`config.mk`:
```
export PLATFORM = sky130hd
export DESIGN_NAME = gba_lcd_capture
export DESIGN_NICKNAME = d
export VERILOG_FILES = /design/src/rtl/gba_lcd_capture.sv
export SDC_FILE = /design/constraint.sdc
export NUM_CORES = 1
export LEC_CHECK = 0
export BUFFER_PORTS_ARGS = -buffer_cell sky130_fd_sc_hd__buf_2
export CORE_UTILIZATION = 58
export CTS_CLUSTER_SIZE = 30
export DETAILED_ROUTE_END_ITERATION = 10
export GPL_TIMING_DRIVEN = 0
export PLACE_DENSITY = 0.79
export SYNTH_ARGS = -nofsm -noshare
export SYNTH_HDL_FRONTEND = slang
export SYNTH_SLANG_ARGS = --single-unit
```
`constraint.sdc`:
```
create_clock -name IwClk -period 5.7 [get_ports IwClk]
set_input_delay 0.855 -clock IwClk [delete_from_list [all_inputs] [get_ports IwClk]]
set_output_delay 0.855 -clock IwClk [all_outputs]
set_load 0.01 [all_outputs]
```
`src/rtl/gba_lcd_capture.sv`:
```
// GBA LCD capture: synchronizes the GBA LCD bus into the system clock domain
// and writes each line of RGB555 pixels into one of two SRAM frame banks.
// The bank holding the last complete frame is reported for display.
//
// state     | meaning
// ----------+-------------------------------------------------------
// S_IDLE    | waiting for a frame start (VSYNC fall)
// S_WAIT    | frame armed, waiting for the start of a line (HSYNC fall)
// S_CAPTURE | writing one pixel per DCLK rise into the current line
// S_LINE_END| line finished, advance line index and line base
module gba_lcd_capture #(
   parameter int H_PIXELS    = 240,
   parameter int V_LINES     = 160,
   parameter int BANK_STRIDE = 38400
) (
   input  logic        IwClk,
   input  logic        IwReset,
   input  logic        IwDclk,
   input  logic        IwHsync,
   input  logic        IwVsync,
   input  logic [14:0] IbPixel,
   output logic [16:0] ObWriteAddress,
   output logic [15:0] ObData,
   output logic        OwWrite,
   output logic        OwDisplayBank,
   output logic        OwFrameValid,
   output logic        OwFrameDone,
   output logic [7:0]  ObDroppedFrames
);

   localparam int XW = $clog2(H_PIXELS + 1);
   localparam int YW = $clog2(V_LINES + 1);
   localparam logic [16:0]   STRIDE = 17'(BANK_STRIDE);
   localparam logic [16:0]   HSTEP  = 17'(H_PIXELS);
   localparam logic [XW-1:0] X_LAST = XW'(H_PIXELS - 1);
   localparam logic [YW-1:0] Y_LAST = YW'(V_LINES - 1);

   typedef enum logic [1:0] {
      S_IDLE     = 2'd0,
      S_WAIT     = 2'd1,
      S_CAPTURE  = 2'd2,
      S_LINE_END = 2'd3
   } state_t;

   // bit 0 = stage 1, bit 1 = stage 2, bit 2 = edge-detect reference
   logic [2:0]  dclk_sync_q;
   logic [2:0]  hs_sync_q;
   logic [2:0]  vs_sync_q;
   logic [14:0] pix_s1_q;
   logic [14:0] pix_s2_q;
   logic [14:0] pix_edge_q;
   logic        dclk_rise_q;
   logic        hs_fall_q;
   logic        vs_fall_q;

   state_t        state_q;
   logic [XW-1:0] x_q;
   logic [YW-1:0] y_q;
   logic [16:0]   line_base_q;
   logic [16:0]   ptr_q;
   logic          cap_bank_q;

   logic [16:0]   bank_base_d;
   logic [16:0]   next_base_d;

   assign bank_base_d = cap_bank_q ? STRIDE : 17'd0;
   assign next_base_d = line_base_q + HSTEP;

   // Synchronize the LCD bus and register edge pulses, pixel kept aligned with DCLK
   always_ff @(posedge IwClk or posedge IwReset) begin
      if (IwReset) begin
         dclk_sync_q <= 3'b000;
         hs_sync_q   <= 3'b111;
         vs_sync_q   <= 3'b111;
         pix_s1_q    <= '0;
         pix_s2_q    <= '0;
         pix_edge_q  <= '0;
         dclk_rise_q <= 1'b0;
         hs_fall_q   <= 1'b0;
         vs_fall_q   <= 1'b0;
      end else begin
         dclk_sync_q <= {dclk_sync_q[1:0], IwDclk};
         hs_sync_q   <= {hs_sync_q[1:0], IwHsync};
         vs_sync_q   <= {vs_sync_q[1:0], IwVsync};
         pix_s1_q    <= IbPixel;
         pix_s2_q    <= pix_s1_q;
         pix_edge_q  <= pix_s2_q;
         dclk_rise_q <= dclk_sync_q[1] & ~dclk_sync_q[2];
         hs_fall_q   <= ~hs_sync_q[1] & hs_sync_q[2];
         vs_fall_q   <= ~vs_sync_q[1] & vs_sync_q[2];
      end
   end

   // Capture FSM with registered SRAM write port and frame status
   always_ff @(posedge IwClk or posedge IwReset) begin
      if (IwReset) begin
         state_q         <= S_IDLE;
         x_q             <= '0;
         y_q             <= '0;
         line_base_q     <= '0;
         ptr_q           <= '0;
         cap_bank_q      <= 1'b0;
         OwDisplayBank   <= 1'b1;
         OwFrameValid    <= 1'b0;
         OwWrite         <= 1'b0;
         OwFrameDone     <= 1'b0;
         ObWriteAddress  <= '0;
         ObData          <= '0;
         ObDroppedFrames <= '0;
      end else begin
         OwWrite     <= 1'b0;
         OwFrameDone <= 1'b0;
         if (vs_fall_q) begin
            // a frame start outranks any pixel or line event in the same cycle
            if (state_q != S_IDLE && ObDroppedFrames != 8'hFF)
               ObDroppedFrames <= ObDroppedFrames + 8'd1;
            state_q     <= S_WAIT;
            x_q         <= '0;
            y_q         <= '0;
            line_base_q <= bank_base_d;
         end else begin
            case (state_q)
               S_WAIT: begin
                  if (hs_fall_q) begin
                     state_q <= S_CAPTURE;
                     x_q     <= '0;
                     ptr_q   <= line_base_q;
                  end
               end
               S_CAPTURE: begin
                  if (hs_fall_q) begin
                     // short line: close it and start the next one immediately
                     y_q         <= y_q + 1'b1;
                     line_base_q <= next_base_d;
                     ptr_q       <= next_base_d;
                     x_q         <= '0;
                     if (y_q == Y_LAST) begin
                        OwDisplayBank <= cap_bank_q;
                        cap_bank_q    <= ~cap_bank_q;
                        OwFrameValid  <= 1'b1;
                        OwFrameDone   <= 1'b1;
                        state_q       <= S_IDLE;
                     end
                  end else if (dclk_rise_q) begin
                     OwWrite        <= 1'b1;
                     ObWriteAddress <= ptr_q;
                     ObData         <= {1'b0, pix_edge_q};
                     ptr_q          <= ptr_q + 17'd1;
                     x_q            <= x_q + 1'b1;
                     if (x_q == X_LAST)
                        state_q <= S_LINE_END;
                  end
               end
               S_LINE_END: begin
                  y_q         <= y_q + 1'b1;
                  line_base_q <= next_base_d;
                  if (y_q == Y_LAST) begin
                     OwDisplayBank <= cap_bank_q;
                     cap_bank_q    <= ~cap_bank_q;
                     OwFrameValid  <= 1'b1;
                     OwFrameDone   <= 1'b1;
                     state_q       <= S_IDLE;
                  end else begin
                     state_q <= S_WAIT;
                  end
               end
               default: ;
            endcase
         end
      end
   end

endmodule

```
==> flow_metrics.py <==
metrics = {
    "run_status": {
        "outcome": "finished clean",
    },
    "routing": {
        "drt_pass1_iterations": 5,
        "postRouteAntennaNets": 0,
        "num_vias": 4365,
        "drc": 0,
        "routed_wl_mm": 13.0,
        "drt_iter0_drc": 288,
        "avgRoutedWirePerCell_um": 17.3,
        "viasPerCell": 5.80,
    },
    "cts": {
        "insertion_delay_ps": 540,
        "holdBufCountCts": 0,
        "tritoncts": "built",
        "clk_path_buf_depth": 2,
        "htreeDepth": 4,
        "cts_num_sinks": 150,
        "cts.repair.resized": 0,
        "clkTransAtPathRegs_ps": 70,
        "cts_root_buf": "clkbuf_8",
        "cts_buffers": 17,
        "postCtsSetupBuffers": 0,
    },
    "yosys": {
        "synth-seq-cells": 150,
        "synth_top_area_cell": "dfrtp_1",
        "syn_avg_cell_area_um2": 11.9,
        "synth_top_area_share_pct": 57.7,
        "async_flop_share_pct": 100,
        "syn_inst": 520,
        "synthTopCellsByArea": "dfrtp_1, mux2_2, dfstp_2, o21ai_0, nand2_1",
        "synth_edf_count": 0,
        "synth_warnings": 0,
        "ys.flop_type": "dfrtp_1",
        "synth-seq-area-share_pct": 60.6,
        "yosysUniqueCellTypes": 65,
        "synth_fp_nets": 549,
        "netlist_area_mm2": 0.00620,
    },
    "global_route": {
        "grt_pass1_wl_mm": 21.9,
        "overflow": 0,
        "grt_pass1_vias": 4487,
        "grt_max_degree": 103,
        "antenna_found_initial": 0,
        "grt_use_total_pct": 25.7,
    },
    "timing": {
        "worst_slew_pin_slew_ps": 637,
        "hold_violations": 0,
        "grt_setup_unrepaired": "false",
        "fmax_ghz": 0.420,
        "skew_ps": 12.1,
        "setup_viol": 0,
        "fin_crit_sh_pct": 41.7,
        "slew_headroom_pct": 56.3,
        "slew_violations": 0,
        "min_period_ps": 2380,
    },
    "place": {
        "dpl-instance-area_mm2": 0.00672,
        "place_congestion": 0.878,
        "port_buffers": 63,
        "dp_hpwl_mm": 8.26,
    },
    "pwr": {
        "cellPowerDensity_mw_per_mm2": 474,
        "power_leakage_uw": 0.00334,
        "vdd_drop_max_v": 0.000233,
    },
    "final_layout": {
        "antenna_cells": 0,
        "fin_nets": 632,
        "final_cell_mix": "dfrtp_1, buf_2, nand2_1, nor2_1",
        "final_common_cell": "dfrtp_1",
        "utilization_pct": 70.7,
        "drive_gt1_share_pct": 26.9,
        "syn_to_final_growth_pct": 18.1,
        "final_area_mm2": 0.00733,
    },
    "critical_path": {
        "crit_start": "state_q[0]",
        "crit_path_end_kind": "flop",
        "worst_ep_required_time_ps": 6120,
        "cp_max_fo": 10,
        "start_kind": "flop",
        "criticalPathCategory": "reg2reg",
        "arrival_ps": 2800,
        "regToRegStartpoint": "state_q[0]",
    },
    "die": {
        "die_h_um": 105,
        "die_area_mm2": 0.0111,
        "coreArea_mm2": 0.0104,
        "io_pins": 65,
        "num_rows": 37,
        "die_w_um": 105,
        "initial_core_util_pct": 59.8,
    },
    "flow_run": {
        "cap_violations": 0,
    },
    "worst_hold_path": {
        "hold_class": "in2async",
    },
}
final cells by class:
type / instances / area [um^2]
inverters: 15 / 61.3
clock inverters: 15 / 191
fillers: 736 / 3040
flip-flops and latches: 150 / 3760
plain buffers: 26 / 121
well taps: 136 / 170
multi-input cells: 329 / 2260
repair buffers: 64 / 343
clock buffers: 17 / 414
cells in the mapped netlist (all sizes together), types with 3 or more instances:
library cell and number:
a211oi 3, a21boi 4, a21oi 19, a31oi 3, a41oi 3, and3 6, buf 12, clkbuf 14
dfrtp 143, dfstp 7, ha 9, inv 14, mux2 35, mux2i 4, nand2 38, nand2b 3
nand3 14, nand4 12, nor2 37, nor2b 5, nor3 12, nor4 4, o211ai 5, o21a 3
o21ai 36, o31ai 6, or3 4, xnor2 16, xor2 14
sequential cells by signal (all words and copies together), names as in the netlist, 2 cells and up:
name	flops
ObData	15
ObDroppedFrames	8
ObWriteAddress	17
dclk_sync_q	3
hs_sync_q	3
line_base_q	13
pix_edge_q	15
pix_s1_q	15
pix_s2_q	15
ptr_q	17
state_q	2
vs_sync_q	3
x_q	8
y_q	8
critical path, cell delays in order, from the launching register on:
cell and delay (ps):
dfrtp_1 390, inv_1 100, ha_1 260, buf_4 190, nand2_1 90, clkbuf_1 390
nor4b_1 100, a2111oi_0 410, o21ai_0 210, o21a_1 150
path summary, 6_finish.rpt:
| check | end | slack, ps | cells after the start |
|---|---|---|---|
| min | OwFrameValid | 340 | 2 |
| max in group asynchronous | ptr_q[2] | 4530 | 3 |
| max | ptr_q[9] | 3320 | 9 |
| max reg2reg | ptr_q[9] | 3320 | 9 |
| min reg2reg | pix_edge_q[14] | 350 | 0 |
| min in group IwClk | pix_edge_q[14] | 350 | 0 |
stage by stage:
step	hold WS [ps]	setup slack [ps]	power (uW)	setup TNS, ps	std cells
detailed placement	336	3370	2350	0	720
floorplan	331	820	2050	0	520
CTS	347	3330	3480	0	752
finish	344	3320	3470	0	752
global route	350	3080	3650	0	752
global placement	331	-369	2290	-51650	719
routing by layer:
layer	vias to the layer above	global-route usage (%)	part of all wire (%)	routed length, um
met4	0	10.1	2.1	274
li1	2019	-	-	-
met5	-	0	0	0
met1	2140	32.8	42	5510
met2	179	42.8	50	6560
met3	27	5.94	5.2	674
cell families (layout without fill, tap and decap cells):
kind of cell / after synthesis / after routing / share of synthesized area, %
simple gates: 146 / 146 / 12.3
mux: 39 / 39 / 7.00
xor+xnor: 30 / 30 / 4.23
other cells: 1 / 1 / 0.0604
compound gates: 104 / 104 / 11.1
flops: 150 / 150 / 60.6
fa+ha+maj: 9 / 9 / 1.81
buf+inv: 41 / 137 / 2.86
report_power, final:
part	switching [uW]	internal (uW)	leakage, uW
combinational	529	381	0.00118
sequential	182	1280	0.00187
clock	527	578	0.000295
Power figures use the tool's default switching activity.
